<file path="src/rtl/axi4_lite_manager.sv">
// Purpose : single-outstanding AXI4 manager; one cmd -> one single-beat (LEN=0, INCR, full-width) write or read -> one rsp.
// Latency : cmd accept -> AW/W or AR valid next cycle; rsp_valid the cycle after the B/R handshake (4 cycles best case).
// Backpr. : cmd_ready only in IDLE; rsp held stable until rsp_ready; AXI valids held stable until their handshakes.
// Ports   : ACLK/ARESET (async active-high); cmd_* command stream in; rsp_* response stream out;
//           AW/W/B/AR/R AXI4 manager channels (uppercase AXI names).
module axi4_lite_manager #(
    parameter int ADDR_W = 32,
    parameter int DATA_W = 64,
    parameter int ID_W   = 4
) (
    input  logic                ACLK,
    input  logic                ARESET,
    // command stream
    input  logic                cmd_valid,
    output logic                cmd_ready,
    input  logic                cmd_write,
    input  logic [ID_W-1:0]     cmd_id,
    input  logic [ADDR_W-1:0]   cmd_addr,
    input  logic [DATA_W-1:0]   cmd_wdata,
    input  logic [DATA_W/8-1:0] cmd_wstrb,
    // response stream
    output logic                rsp_valid,
    input  logic                rsp_ready,
    output logic                rsp_write,
    output logic [ID_W-1:0]     rsp_id,
    output logic [DATA_W-1:0]   rsp_data,
    output logic [1:0]          rsp_resp,
    output logic                rsp_proto_err,
    // write address channel
    output logic [ID_W-1:0]     AWID,
    output logic [ADDR_W-1:0]   AWADDR,
    output logic [7:0]          AWLEN,
    output logic [2:0]          AWSIZE,
    output logic [1:0]          AWBURST,
    output logic                AWVALID,
    input  logic                AWREADY,
    // write data channel
    output logic [DATA_W-1:0]   WDATA,
    output logic [DATA_W/8-1:0] WSTRB,
    output logic                WLAST,
    output logic                WVALID,
    input  logic                WREADY,
    // write response channel
    input  logic [ID_W-1:0]     BID,
    input  logic [1:0]          BRESP,
    input  logic                BVALID,
    output logic                BREADY,
    // read address channel
    output logic [ID_W-1:0]     ARID,
    output logic [ADDR_W-1:0]   ARADDR,
    output logic [7:0]          ARLEN,
    output logic [2:0]          ARSIZE,
    output logic [1:0]          ARBURST,
    output logic                ARVALID,
    input  logic                ARREADY,
    // read data channel
    input  logic [ID_W-1:0]     RID,
    input  logic [DATA_W-1:0]   RDATA,
    input  logic [1:0]          RRESP,
    input  logic                RLAST,
    input  logic                RVALID,
    output logic                RREADY
);

    localparam int         STRB_W   = DATA_W / 8;
    localparam logic [2:0] FULL_SIZE = 3'($clog2(STRB_W));

    typedef enum logic [2:0] {
        IDLE    = 3'd0,
        WR_REQ  = 3'd1,
        WR_RESP = 3'd2,
        RD_REQ  = 3'd3,
        RD_RESP = 3'd4,
        RSP     = 3'd5
    } state_t;

    state_t state, state_nxt;

    logic              aw_done, w_done;
    logic [ID_W-1:0]   id_q;
    logic [ADDR_W-1:0] addr_q;
    logic [DATA_W-1:0] wdata_q;
    logic [STRB_W-1:0] wstrb_q;
    // Constant transfer attributes are held in flops so every AXI payload reads 0 out of reset.
    logic [2:0]        size_q;
    logic [1:0]        burst_q;
    logic              wlast_q;

    logic cmd_hs, aw_hs, w_hs, b_hs, r_hs;

    assign cmd_hs = cmd_valid & cmd_ready;
    assign aw_hs  = AWVALID & AWREADY;
    assign w_hs   = WVALID & WREADY;
    assign b_hs   = BVALID & BREADY;
    assign r_hs   = RVALID & RREADY;

    // state register
    always_ff @(posedge ACLK or posedge ARESET) begin
        if (ARESET) state <= IDLE;
        else        state <= state_nxt;
    end

    // next-state logic
    always_comb begin
        state_nxt = state;
        case (state)
            IDLE:    if (cmd_valid) state_nxt = cmd_write ? WR_REQ : RD_REQ;
            // AW and W may complete in either order or together; a flag or a live handshake counts.
            WR_REQ:  if ((aw_done | aw_hs) & (w_done | w_hs)) state_nxt = WR_RESP;
            WR_RESP: if (BVALID) state_nxt = RSP;
            RD_REQ:  if (ARREADY) state_nxt = RD_RESP;
            RD_RESP: if (RVALID) state_nxt = RSP;
            RSP:     if (rsp_ready) state_nxt = IDLE;
            default: state_nxt = IDLE;
        endcase
    end

    // output decode: only state and registered flags, never a live input
    always_comb begin
        // ARESET gating keeps cmd_ready low while reset is held even though state already reads IDLE
        cmd_ready = (state == IDLE) & ~ARESET;
        AWVALID   = (state == WR_REQ) & ~aw_done;
        WVALID    = (state == WR_REQ) & ~w_done;
        BREADY    = (state == WR_RESP);
        ARVALID   = (state == RD_REQ);
        RREADY    = (state == RD_RESP);
        rsp_valid = (state == RSP);
    end

    // command capture, channel-done flags and response capture
    always_ff @(posedge ACLK or posedge ARESET) begin
        if (ARESET) begin
            aw_done       <= 1'b0;
            w_done        <= 1'b0;
            id_q          <= '0;
            addr_q        <= '0;
            wdata_q       <= '0;
            wstrb_q       <= '0;
            size_q        <= '0;
            burst_q       <= '0;
            wlast_q       <= 1'b0;
            rsp_write     <= 1'b0;
            rsp_id        <= '0;
            rsp_data      <= '0;
            rsp_resp      <= '0;
            rsp_proto_err <= 1'b0;
        end else begin
            if (cmd_hs) begin
                id_q    <= cmd_id;
                addr_q  <= cmd_addr;
                wdata_q <= cmd_wdata;
                wstrb_q <= cmd_wstrb;
                size_q  <= FULL_SIZE;
                burst_q <= 2'b01;
                wlast_q <= 1'b1;
                aw_done <= 1'b0;
                w_done  <= 1'b0;
            end else begin
                if (aw_hs) aw_done <= 1'b1;
                if (w_hs)  w_done  <= 1'b1;
            end
            if (b_hs) begin
                rsp_write     <= 1'b1;
                rsp_id        <= BID;
                rsp_data      <= '0;
                rsp_resp      <= BRESP;
                rsp_proto_err <= (BID != id_q);
            end else if (r_hs) begin
                rsp_write     <= 1'b0;
                rsp_id        <= RID;
                rsp_data      <= RDATA;
                rsp_resp      <= RRESP;
                rsp_proto_err <= (RID != id_q) | ~RLAST;
            end
        end
    end

    assign AWID    = id_q;
    assign AWADDR  = addr_q;
    assign AWLEN   = 8'd0;
    assign AWSIZE  = size_q;
    assign AWBURST = burst_q;
    assign WDATA   = wdata_q;
    assign WSTRB   = wstrb_q;
    assign WLAST   = wlast_q;
    assign ARID    = id_q;
    assign ARADDR  = addr_q;
    assign ARLEN   = 8'd0;
    assign ARSIZE  = size_q;
    assign ARBURST = burst_q;

endmodule

</file>
<file path="config.mk">
export PLATFORM = sky130hd
export DESIGN_NAME = axi4_lite_manager
export DESIGN_NICKNAME = d
export VERILOG_FILES = /design/src/rtl/axi4_lite_manager.sv
export SDC_FILE = /design/constraint.sdc
export NUM_CORES = 1
export LEC_CHECK = 0
export BUFFER_PORTS_ARGS = -buffer_cell sky130_fd_sc_hd__buf_4
export CAP_MARGIN = 0
export CORE_AREA = 5 5 171 173
export DETAILED_ROUTE_END_ITERATION = 8
export DIE_AREA = 0 0 176 178
export SYNTH_ARGS = -nofsm -noshare
export SYNTH_HDL_FRONTEND = slang
export SYNTH_SLANG_ARGS = --single-unit
</file>
<file path="constraint.sdc">
create_clock -name ACLK -period 6.2 [get_ports ACLK]
set_input_delay 0.62 -clock ACLK [delete_from_list [all_inputs] [get_ports ACLK]]
set_output_delay 0.62 -clock ACLK [all_outputs]
set_load 0.005 [all_outputs]
</file>
**After elaboration in Yosys (flattened, before gate mapping)**

Index checks and enable logic that the tools add are counted.
Widths: inputs -> output; s select.

- Bits in read-only memories: 0
- Output and inout port bits: 250
- Memories kept: 0
- Input port bits: 195
- Logic and storage cells: 70
- RAM bits: 0
- Flip-flop bits (word level): 187
- Bits in latches: 0

- Div/mod/pow operators: 0
- Order comparisons: 0
- Reduce and logical (&&, ||, !) cells: 5
- Equal/unequal tests: 13
- Bitwise operators: 16
- Shift operators: 0
- Add/sub/neg operators: 0
- Multipliers: 0
- Muxes and demuxes: 22

Operator list:

| cell | count |
|---|---|
| $mux 64 | 2 |
| $mux 3 | 6 |
| $pmux 3 s6 | 1 |
| $and 1x1->1 | 9 |
| $mux 1 | 8 |
| $mux 4 | 2 |
| $ne 2x2->1 const B | 4 |
| $ne 4x4->1 | 2 |
| $eq 3x2->1 const B | 2 |
| $eq 3x3->1 const B | 2 |
| $mux 2 | 3 |
| $reduce_and 6->1 | 1 |
| $reduce_bool 2->1 | 3 |
| $ne 2x1->1 const B | 2 |
| $not 1->1 | 4 |
| $eq 3x1->1 const B | 1 |
| $logic_not 3->1 | 1 |
| $or 1x1->1 | 3 |

**Longest topological paths before layout**

- Word-level depth: 7
- Gate-level depth with buffers: 7
- Depth with buffers taken out: 4

**Least setup slack after synthesis**

Ideal clock, no wire load.

- Path kind: register to register
- From: register state[1]
- To: register state[1]
- Cell stages (with the launch flop): 5
- Data arrival time: 1509 ps
- Path buffers: 1
- Setup time: 125 ps
- Setup slack: 4566 ps
- Period minus slack after synthesis: 1634 ps
- Data required time: 6075 ps
- Cells stage by stage: dfrtp_1 buf_2 mux2_2 o31ai_2 mux2_2

- Cells in the longest elaborated chain, start to end: 7
- Elaborated cells on any way between the ends: 21
- Classes of those cells: eq/ne (11); mux (1); bitwise (7); reduce/logical (2)

RTL lines:

| item | line | text |
|---|---|---|
| start, declared | 77 | `state_t state, state_nxt;` |
| start signal, assigned | 100 | `else state <= state_nxt;` |
| $eq 3x1->1 | 106, 122, 123 |  |
| $and 1x1->1, on equally long branches | 122, 123 |  |
| $and 1x1->1, on equally long branches | 92, 93 |  |
| $or 1x1->1 | 109 | `WR_REQ: if ((aw_done \| aw_hs) & (w_done \| w_hs)) state_nxt = WR_RESP;` |
| $and 1x1->1 | 109 |  |
| $ne 2x2->1 (no line) | - |  |
| $reduce_and 6->1 (no line) | - |  |

Several ways; a longest one is shown, not always the timed one.
A chain may end at the register's enable or synchronous reset.

**Worst setup path after layout**

- From: register state[0]
- To: register addr_q[2], in the netlist ARADDR[2]

- Cells in the longest elaborated chain, start to end: 3

RTL lines:

| item | line | text |
|---|---|---|
| $logic_not 3->1 | 121 | `cmd_ready = (state == IDLE) & ~ARESET;` |
| $and 1x1->1 | 121 |  |
| $and 1x1->1 | 91 | `assign cmd_hs = cmd_valid & cmd_ready;` |
| end signal, assigned | 150 | `addr_q <= cmd_addr;` |
| end, declared | 81 | `logic [ADDR_W-1:0] addr_q;` |

Every way passes these cells.

==> reports/results.txt <==
Once placement finished, the instance area stood at 10700 um2. The synthesis warning total is 0, and the time the worst path needs with I/O delays and setup is 2.56 ns. Gates resized during post-CTS repair numbered 0. After the last flow step, the layout net total stands at 1310.

The worst setup path is launched from a flip-flop. In this run the tool buffered the top-level ports with 424 buffer cells. The tree is rooted in a sky130_fd_sc_hd__clkbuf_16. The slew at the pin closest to its max-slew limit was 1.21 ns; the boundary pin count was 445. Power density over the cells: 459 nW/um2. A synthesized cell averages 10.1 um2. Worst-case register-to-register setup slack: 3.64 ns.

In the layout the commonest cells are sky130_fd_sc_hd__buf_4 (430), sky130_fd_sc_hd__nand2_1 (340), sky130_fd_sc_hd__dfrtp_1 (186). The tool flagged a number of max-cap violations equal to 0. Clock tree synthesis found a total of 186 sinks.

The highest-delay cell along the critical path was sky130_fd_sc_hd__buf_4. In this run the static leakage power is 6.17 nW. The post-layout total power came out at 5.15 mW. Wire length on met3: 2340 um. The logs give 38400 um for the first-pass GRT wire length and 752 for the post-synthesis instance total.

The biggest fanout along the worst timing path was 110; the remaining number of nets flagged by the antenna check after routing was 0. The sequential area share after synthesis was 61.1%. Clock-pin slew was measured on the worst setup and hold paths at 0.08 ns.

Compared with the post-synthesis result, the final layout area differs by 47.2%. In this run the standard cell core region covers 27500 um2. After clock tree synthesis, the flow added hold-fix buffers numbering 0. The count of routing violations after the opening detailed-route iteration is 229. In this run the horizontal extent of the chip is 176 um.

After detailed routing, the number of vias per cell comes to 4.35. Summed over all instances, the cell type with the most area after synthesis is sky130_fd_sc_hd__dfrtp_1. Largest net degree at the start of global routing: 126. The tools report the initial antenna violation count as 1. The total routed wirelength came out at 25400 um.

Once routing completed, OpenROAD measured the worst setup slack at 3.64 ns. Hold timing on the final database bottoms out at a slack of 0.377 ns. The cell repeated most along the worst path was sky130_fd_sc_hd__nand2_1.

The clock reaches the later pin of the worst-skew pair after 0.43 ns. Data on the critical path is required at its endpoint by 6.55 ns. The wire length on met1 was 10300 um; the area share of the largest cell type after synthesis was 61.1%. Post-CTS timing repair inserted 0 buffers for setup. The number of max-slew violations in the final report is 0, and the number of distinct standard cells referenced by the synthesized netlist is 34. TritonCTS created 17 clock buffers. The die covers 31300 um2. The cell family contributing the most delay on the critical path is simple AND/OR/NAND/NOR gates.

The tightest min-delay check is of the primary input to flip-flop type. After routing the design area is 11200 um2. The setup path with the least slack is of type flip-flop to flip-flop. Routability-driven placement finished with a final weighted congestion of 0.777. The cell area after synthesis was 7620 um2.

The floorplan has 61 rows. Including well taps, the total number of placed cells is 1442. The final route contains 6423 vias. The H-tree generated during clock tree synthesis spans 4 levels. The run gives 2.92 ns as the arrival time at the worst endpoint.

Sorting the synthesized cells by area gives the leading types as sky130_fd_sc_hd__dfrtp_1 (61%), sky130_fd_sc_hd__nand2_1 (17%), sky130_fd_sc_hd__a22o_1 (7.4%). The flip-flop and latch count after synthesis is 186. Setup violations remaining at the end of the flow were counted as 0.

STA classifies the critical path endpoint as a flip-flop. Dividing the detail-routed wire length by the instance count gives 17.2 um. For this run the aggregate overflow at the end of global routing stands at 0. Remaining max-slew budget at the tightest pin: 19.2%.

In the final layout, the share of cells above drive strength 1 is 41.6%. The number of hold violations in the final report came out at 0. Detailed placement ended at an HPWL of 18600 um.

The filler cells instantiated in the layout total 2730. The flow ran to the end, and the final reports show no timing, DRC or antenna violations. Number of optimization iterations in the first detailed-route pass: 4. Traced cell by cell, the critical path runs through nor4_4 -> and2_4 -> buf_4 -> nand2_1 -> nand2_1. TritonCTS built the clock tree.

For this run, the share of the core covered by cells in the final layout is 40.8%. The total DRC errors in the routed layout is 0, and the largest voltage drop on the vdd net is 0.000196 V. The clock passes through at most 2 buffers.

On the worst path, the slowest cell contributes a delay of 0.80 ns. After detailed routing, the met2 layer carries 12500 um of wire. Excluding fillers, the count of instances in the completed layout stands at 1475.

The highest attainable clock frequency came out at 0.390 GHz. The number of global-route vias before repair came out at 6561. Setup repair after global routing left no endpoint under its margin. The initial utilization of the core area, before any placement, comes to 27.7%.

The run gives 15.5% as the total global routing track utilization. The die height is 178 um, and the final critical-path share of the clock period is 41.4%. For the final setup skew, the log shows 0.0149 ns.

The buffering stage count on the worst path with inverters included was 1. Worst slack at placement: 3.64 ns. The library cell used most frequently in the layout, excluding fill and tap cells, is sky130_fd_sc_hd__buf_4. The run gives 0 ns as the setup TNS after final layout.

The highest metal layer carrying signal wires in the routed design is met4.
[layer usage]
metal	GRT usage (%)	up-vias
li1	-	3070
met1	19.0	3051
met2	26.1	290
met3	5.93	12
met4	3.44	0
met5	0	-
[cells by family (layout without fill, tap and decap cells)]
| logic type | count (synthesis) | in the layout | synth area share (%) |
|---|---|---|---|
| AND/OR/NAND/NOR | 364 | 364 | 18.8 |
| flip-flops | 186 | 186 | 61.1 |
| buffers and inverters | 107 | 464 | 9.68 |
| AO/OA/AOI/OAI | 84 | 84 | 9.24 |
| XOR/XNOR | 8 | 8 | 0.919 |
| multiplexers | 2 | 2 | 0.295 |
| other | 1 | 21 | 0.0492 |
[Yosys cell counts]
master / n
sky130_fd_sc_hd__nand2_1: 340
sky130_fd_sc_hd__dfrtp_1: 186
sky130_fd_sc_hd__a22o_1: 64
sky130_fd_sc_hd__buf_4: 63
sky130_fd_sc_hd__clkbuf_1: 16
sky130_fd_sc_hd__buf_2: 14
sky130_fd_sc_hd__buf_6: 11
sky130_fd_sc_hd__nor2_1: 9
sky130_fd_sc_hd__a22oi_1: 6
sky130_fd_sc_hd__xnor2_1: 5
sky130_fd_sc_hd__a31oi_1: 3
sky130_fd_sc_hd__and2_1: 3
sky130_fd_sc_hd__nor4bb_1: 3
sky130_fd_sc_hd__xor2_1: 3
sky130_fd_sc_hd__a21oi_1: 2
sky130_fd_sc_hd__inv_1: 2
sky130_fd_sc_hd__mux2_2: 2
sky130_fd_sc_hd__nand2b_1: 2
sky130_fd_sc_hd__nor2b_1: 2
sky130_fd_sc_hd__o21ai_0: 2
sky130_fd_sc_hd__a2111oi_0: 1
sky130_fd_sc_hd__a21o_1: 1
sky130_fd_sc_hd__a221o_1: 1
sky130_fd_sc_hd__buf_1: 1
sky130_fd_sc_hd__conb_1: 1
sky130_fd_sc_hd__nand2_2: 1
sky130_fd_sc_hd__nand4_1: 1
sky130_fd_sc_hd__nor3_1: 1
sky130_fd_sc_hd__nor3b_1: 1
sky130_fd_sc_hd__nor4_4: 1
sky130_fd_sc_hd__o21a_1: 1
sky130_fd_sc_hd__o22ai_1: 1
sky130_fd_sc_hd__o31ai_1: 1
sky130_fd_sc_hd__o31ai_2: 1
[power breakdown]
part / leakage (nW) / internal [mW] / total [mW] / switching (mW)
Sequential: 2.36 / 1.72 / 2.11 / 0.386
Combinational: 3.56 / 1.15 / 1.99 / 0.846
Clock: 0.255 / 0.530 / 1.04 / 0.514
[state kept, by name, summed over array words and instances (netlist names)]
name           count
ARADDR            32
ARID               4
WDATA             64
WLAST              1
WSTRB              8
aw_done            1
rsp_data          64
rsp_id             4
rsp_proto_err      1
rsp_resp           2
rsp_write          1
state              3
w_done             1
[area by class of cell]
class / count / area, um2 / share of cell area [%]
Inverter: 2 / 15.0 / 0.134
Timing Repair Buffer: 430 / 3230 / 28.8
Clock buffer: 20 / 437 / 3.89
Clock inverter: 12 / 110 / 0.981
Antenna cell: 1 / 2.50 / 0.0223
Tap cell: 346 / 433 / 3.86
Multi-Input combinational cell: 478 / 2340 / 20.8
Sequential cell: 186 / 4650 / 41.5
[tightest hold or removal path, cell delays in order]
cell	delay, ns
sky130_fd_sc_hd__buf_4	0.07
sky130_fd_sc_hd__nand2_1	0.04
sky130_fd_sc_hd__nand2_1	0.04
[path summary, 6_finish.rpt]
kind                                     to  cells past startpoint           from
worst max-delay path              ARADDR[2]                      5       state[0]
worst min-delay path              WDATA[31]                      3  cmd_wdata[31]
worst max register to register    ARADDR[2]                      5       state[0]
worst min register to register    WDATA[20]                      2      WDATA[20]
max in group asynchronous        ARADDR[16]                      3         ARESET
min in group asynchronous       rsp_resp[1]                      2         ARESET
Note: power is estimated with default switching activity, not from simulation.
